$ cat src/rtl/demux_1x2_buf.sv
// Buffered 1:2 stream demux: in_sel=1 steers to FIFO A, 0 to FIFO B; 1-cycle latency, no bypass.
// in_ready follows only the selected FIFO's fullness; optional pop counters under DEMUX_STATS_EN.
module demux_1x2_buf #(
  parameter int WIDTH      = 64,
  parameter int DEPTH_LOG2 = 1
) (
  input  logic                  clk,
  input  logic                  reset,
  input  logic                  in_valid,
  output logic                  in_ready,
  input  logic [WIDTH-1:0]      in_data,
  input  logic                  in_sel,
  output logic                  a_valid,
  input  logic                  a_ready,
  output logic [WIDTH-1:0]      a_data,
  output logic                  b_valid,
  input  logic                  b_ready,
  output logic [WIDTH-1:0]      b_data,
  output logic [DEPTH_LOG2:0]   a_count,
  output logic [DEPTH_LOG2:0]   b_count
`ifdef DEMUX_STATS_EN
  ,
  output logic [31:0]           a_xfers,
  output logic [31:0]           b_xfers
`endif
);

  localparam int DEPTH = 1 << DEPTH_LOG2;
  localparam logic [DEPTH_LOG2:0] FULL = (DEPTH_LOG2 + 1)'(DEPTH);

  // Index 1 is FIFO A and index 0 is FIFO B, so in_sel indexes directly.
  logic [1:0]                   push;
  logic [1:0]                   pop;
  logic [1:0]                   full;
  logic [1:0]                   vld;
  logic [1:0][WIDTH-1:0]        dat;
  logic [1:0][DEPTH_LOG2:0]     cnt;
  logic [1:0]                   rdy;

  assign full[1]  = (cnt[1] == FULL);
  assign full[0]  = (cnt[0] == FULL);
  assign vld[1]   = (cnt[1] != '0);
  assign vld[0]   = (cnt[0] != '0);
  assign in_ready = in_sel ? ~full[1] : ~full[0];
  assign push[1]  = in_valid & in_ready & in_sel;
  assign push[0]  = in_valid & in_ready & ~in_sel;
  assign rdy      = {a_ready, b_ready};
  assign pop      = vld & rdy;

  for (genvar g = 0; g < 2; g++) begin : g_fifo
    logic [WIDTH-1:0]      mem [DEPTH];
    logic [DEPTH_LOG2-1:0] head;
    logic [DEPTH_LOG2-1:0] tail;
    logic [DEPTH_LOG2:0]   count;

    always_ff @(posedge clk or posedge reset) begin
      if (reset) begin
        head  <= '0;
        tail  <= '0;
        count <= '0;
        for (int i = 0; i < DEPTH; i++) mem[i] <= '0;
      end else begin
        if (push[g]) begin
          mem[tail] <= in_data;
          tail      <= tail + 1'b1;
        end
        if (pop[g]) head <= head + 1'b1;
        if (push[g] && !pop[g]) count <= count + 1'b1;
        else if (!push[g] && pop[g]) count <= count - 1'b1;
      end
    end

    assign dat[g] = mem[head];
    assign cnt[g] = count;
  end

  assign a_valid = vld[1];
  assign a_data  = dat[1];
  assign a_count = cnt[1];
  assign b_valid = vld[0];
  assign b_data  = dat[0];
  assign b_count = cnt[0];

`ifdef DEMUX_STATS_EN
  always_ff @(posedge clk or posedge reset) begin
    if (reset) begin
      a_xfers <= '0;
      b_xfers <= '0;
    end else begin
      if (pop[1]) a_xfers <= a_xfers + 32'd1;
      if (pop[0]) b_xfers <= b_xfers + 32'd1;
    end
  end
`endif

endmodule
$ cat config.mk
export PLATFORM = sky130hd
export DESIGN_NAME = demux_1x2_buf
export DESIGN_NICKNAME = d
export VERILOG_FILES = /design/src/rtl/demux_1x2_buf.sv
export SDC_FILE = /design/constraint.sdc
export NUM_CORES = 1
export LEC_CHECK = 0
export ABC_AREA = 1
export BUFFER_PORTS_ARGS = -buffer_cell sky130_fd_sc_hd__buf_2
export CORE_MARGIN = 2
export CORE_UTILIZATION = 51
export DETAILED_ROUTE_END_ITERATION = 10
export PLACE_DENSITY = 0.85
export SYNTH_ARGS = -nofsm -noshare
export SYNTH_HDL_FRONTEND = slang
export SYNTH_SLANG_ARGS = --single-unit
$ cat constraint.sdc
create_clock -name clk -period 8.7 [get_ports clk]
set_input_delay 1.305 -clock clk [delete_from_list [all_inputs] [get_ports clk]]
set_output_delay 1.305 -clock clk [all_outputs]
set_load 0.1 [all_outputs]
==> results.sh <==
export IMPL_status="completed"
export IMPL_syn2layout_area_growth_pct=16.9
export IMPL_cp_startpoint="g_fifo[0].head$_DFFE_PP0P_"
export IMPL_ys_async_sr_fraction=1.00
export IMPL_synth_edf_count=0
export IMPL_synthCells=1557
export IMPL_gp_congestion=0.804
export IMPL_hp_class="reg2reg"
export IMPL_cts_setup_buffers=0
export IMPL_syn_area_per_cell_um2=7.97
export IMPL_hold_buffers=0
export IMPL_drc=0
export IMPL_rrSetupSlack_ps=5780
export IMPL_synth_area_leaders="dfrtp_1, nand2_1, o21ai_0, o21bai_1, inv_1"
export IMPL_rsz0062_at_grt="false"
export IMPL_yosys_cell_count_top_type="nand2_1"
export IMPL_drt_vias_per_instance=5.20
export IMPL_crit_required_ps=7390
export IMPL_syn_area_um2=12400
export IMPL_finalSetupTns_ps=0
export IMPL_hold_viol=0
export IMPL_ys_types=17
export IMPL_grt_use_total=0.240
export IMPL_fillers=2084
export IMPL_reg2reg_to="g_fifo[1].mem[108]$_DFFE_PP0P_"
export IMPL_worstSkewPairLatency_ps=530
export IMPL_layout_cells_non_filler=2047
export IMPL_grt_overflow_total=0
export IMPL_synth_main_ff_cell="dfrtp_1"
export IMPL_ys_seq_elements=264
export IMPL_port_buffers=204
export IMPL_slew_violations=0
export IMPL_firstDrtPassIters=5
export IMPL_drive_above_1_share=0.159
export IMPL_r2r_start="a_count[0]$_DFFE_PP0P_"
export IMPL_die_w_um=160
export IMPL_grt_max_degree=120
export IMPL_boundaryPins=205
export IMPL_rows=57
export IMPL_grt_pass1_wl_mm=51.1
export IMPL_slew_headroom=0.279
export IMPL_cap_violations=0
export IMPL_fmax_mhz=243
export IMPL_setup_violations=0
export IMPL_multi_input_area_um2=4630
export IMPL_synth_top_area_frac=0.532
export IMPL_start_util=0.515
export IMPL_wl_mm=31.1
export IMPL_critPathKind="reg2out"
export IMPL_fin_skew_ps=17.6
export IMPL_vias=10600
export IMPL_cts_root_buf="clkbuf_16"
export IMPL_final_min_clock_period_ps=4120
export IMPL_seqCellArea_um2=6620
export IMPL_dp_hpwl_mm=18.7
export IMPL_tightest_slew_ps=1080
export IMPL_cts_tree="done"
export IMPL_end_kind="output port"
export IMPL_hold_depth=2
export IMPL_worstPathArrival_ps=2810
export IMPL_clock_sinks=264
export IMPL_nNetsFinal=1775
export IMPL_synth_seq_area_share=0.532
export IMPL_reg2regPathDepth=8
export IMPL_dieArea_um2=25600
export IMPL_avgRoutedWirePerCell_um=15.2
export IMPL_crit_fanout=65
export IMPL_place_inst=1997
export IMPL_cts_resized=0
export IMPL_cts_path_max_buffers=3
export IMPL_antenna_found_initial=1
export IMPL_yosys_warnings=0
export IMPL_cp_endpoint="b_data[13]"
export IMPL_antenna_left=0
export IMPL_final_core_util=0.602
export IMPL_grt_pass1_vias=10300
export IMPL_yosysTopAreaCell="dfrtp_1"
export IMPL_cts_inserted_buffers=28
export IMPL_clkSlewWorstSetupHoldPaths_ps=60
export IMPL_die_h_um=160
export IMPL_fin_crit_sh=0.473
export IMPL_syn_nets=1629
export IMPL_core_area_um2=24100
export IMPL_drtIter0Drc=917
export IMPL_cts_max_level=1
export IMPL_synth_top_cells_by_count="nand2_1, dfrtp_1, o21ai_0"
export IMPL_cp_start_kind="flop"
-- routing by layer --
| layer | GRT usage | wire length [um] |
|---|---|---|
| met3 | 0.0278 | 1870 |
| met5 | 0 | 0 |
| met4 | 0.0713 | 618 |
| met2 | 0.401 | 15000 |
| met1 | 0.333 | 13600 |
-- logic make-up after synthesis --
| group | count (synthesis) | synth area share |
|---|---|---|
| DFF | 264 | 0.532 |
| buffers and inverters | 305 | 0.0973 |
| adders and majority gates | 2 | 0.00202 |
| AOI/OAI and AO/OA | 390 | 0.184 |
| and+or+nand+nor | 588 | 0.179 |
| xor gates and xnor gates | 8 | 0.00565 |
-- layout by cell type, fill, tap and decap left out, drive strengths merged --
master	netlist	final
o211ai	1	1
buf	61	218
clkinv	0	6
xor2	4	4
o21bai	128	128
ha	2	2
nand2	582	582
a21oi	2	2
bufinv	0	4
nand3	1	1
nor2	5	5
o21ai	259	259
xnor2	4	4
inv	203	203
clkbuf	41	39
dfrtp	264	264
diode	0	1
-- worst max-delay path: stages (launching register included) --
cell     delay [ps]
dfrtp_4         810
buf_4           660
nand2_1         140
o21ai_0         160
buf_2           490
-- how the worst min path moves through the flow --
stage / startpoint / to / slack [ps]
6_report: g_fifo[1].mem[5]$_DFFE_PP0P_ / g_fifo[1].mem[5]$_DFFE_PP0P_ / 500
5_1_grt: a_count[0]$_DFFE_PP0P_ / a_count[0]$_DFFE_PP0P_ / 530
4_1_cts: g_fifo[1].mem[6]$_DFFE_PP0P_ / g_fifo[1].mem[6]$_DFFE_PP0P_ / 500
3_5_place_dp: g_fifo[1].mem[39]$_DFFE_PP0P_ / g_fifo[1].mem[39]$_DFFE_PP0P_ / 490
3_3_place_gp: g_fifo[1].mem[40]$_DFFE_PP0P_ / g_fifo[1].mem[40]$_DFFE_PP0P_ / 480
2_1_floorplan: g_fifo[1].mem[46]$_DFFE_PP0P_ / g_fifo[1].mem[46]$_DFFE_PP0P_ / 460
-- per-stage QoR --
step | setup slack, ps | hold slack (ps) | cell area [um2]
floorplan | 126 | 465 | 12400
global placement | 5050 | 480 | 13500
detailed placement | 4970 | 487 | 13500
CTS | 4610 | 501 | 14500
global route | 4440 | 528 | 14500
finish | 4580 | 498 | 14500
-- registers in the layout, summed over array words and instances, names as in the netlist --
name and cells:
b_count 2, g_fifo.head 2, a_count 2, g_fifo.mem 256, g_fifo.tail 2
-- final cells by class --
type | count | share of cell area
multi-input combinational | 988 | 0.319
antenna | 1 | 0.000172
clock buffer | 39 | 0.0561
clock inverter | 10 | 0.0103
sequential | 264 | 0.456
timing repair buffer | 218 | 0.0776
inverter | 203 | 0.0530
tap | 324 | 0.0279
Power is not shown: default switching activity piles up to over one toggle a cycle in this logic, so the estimate is an artifact.
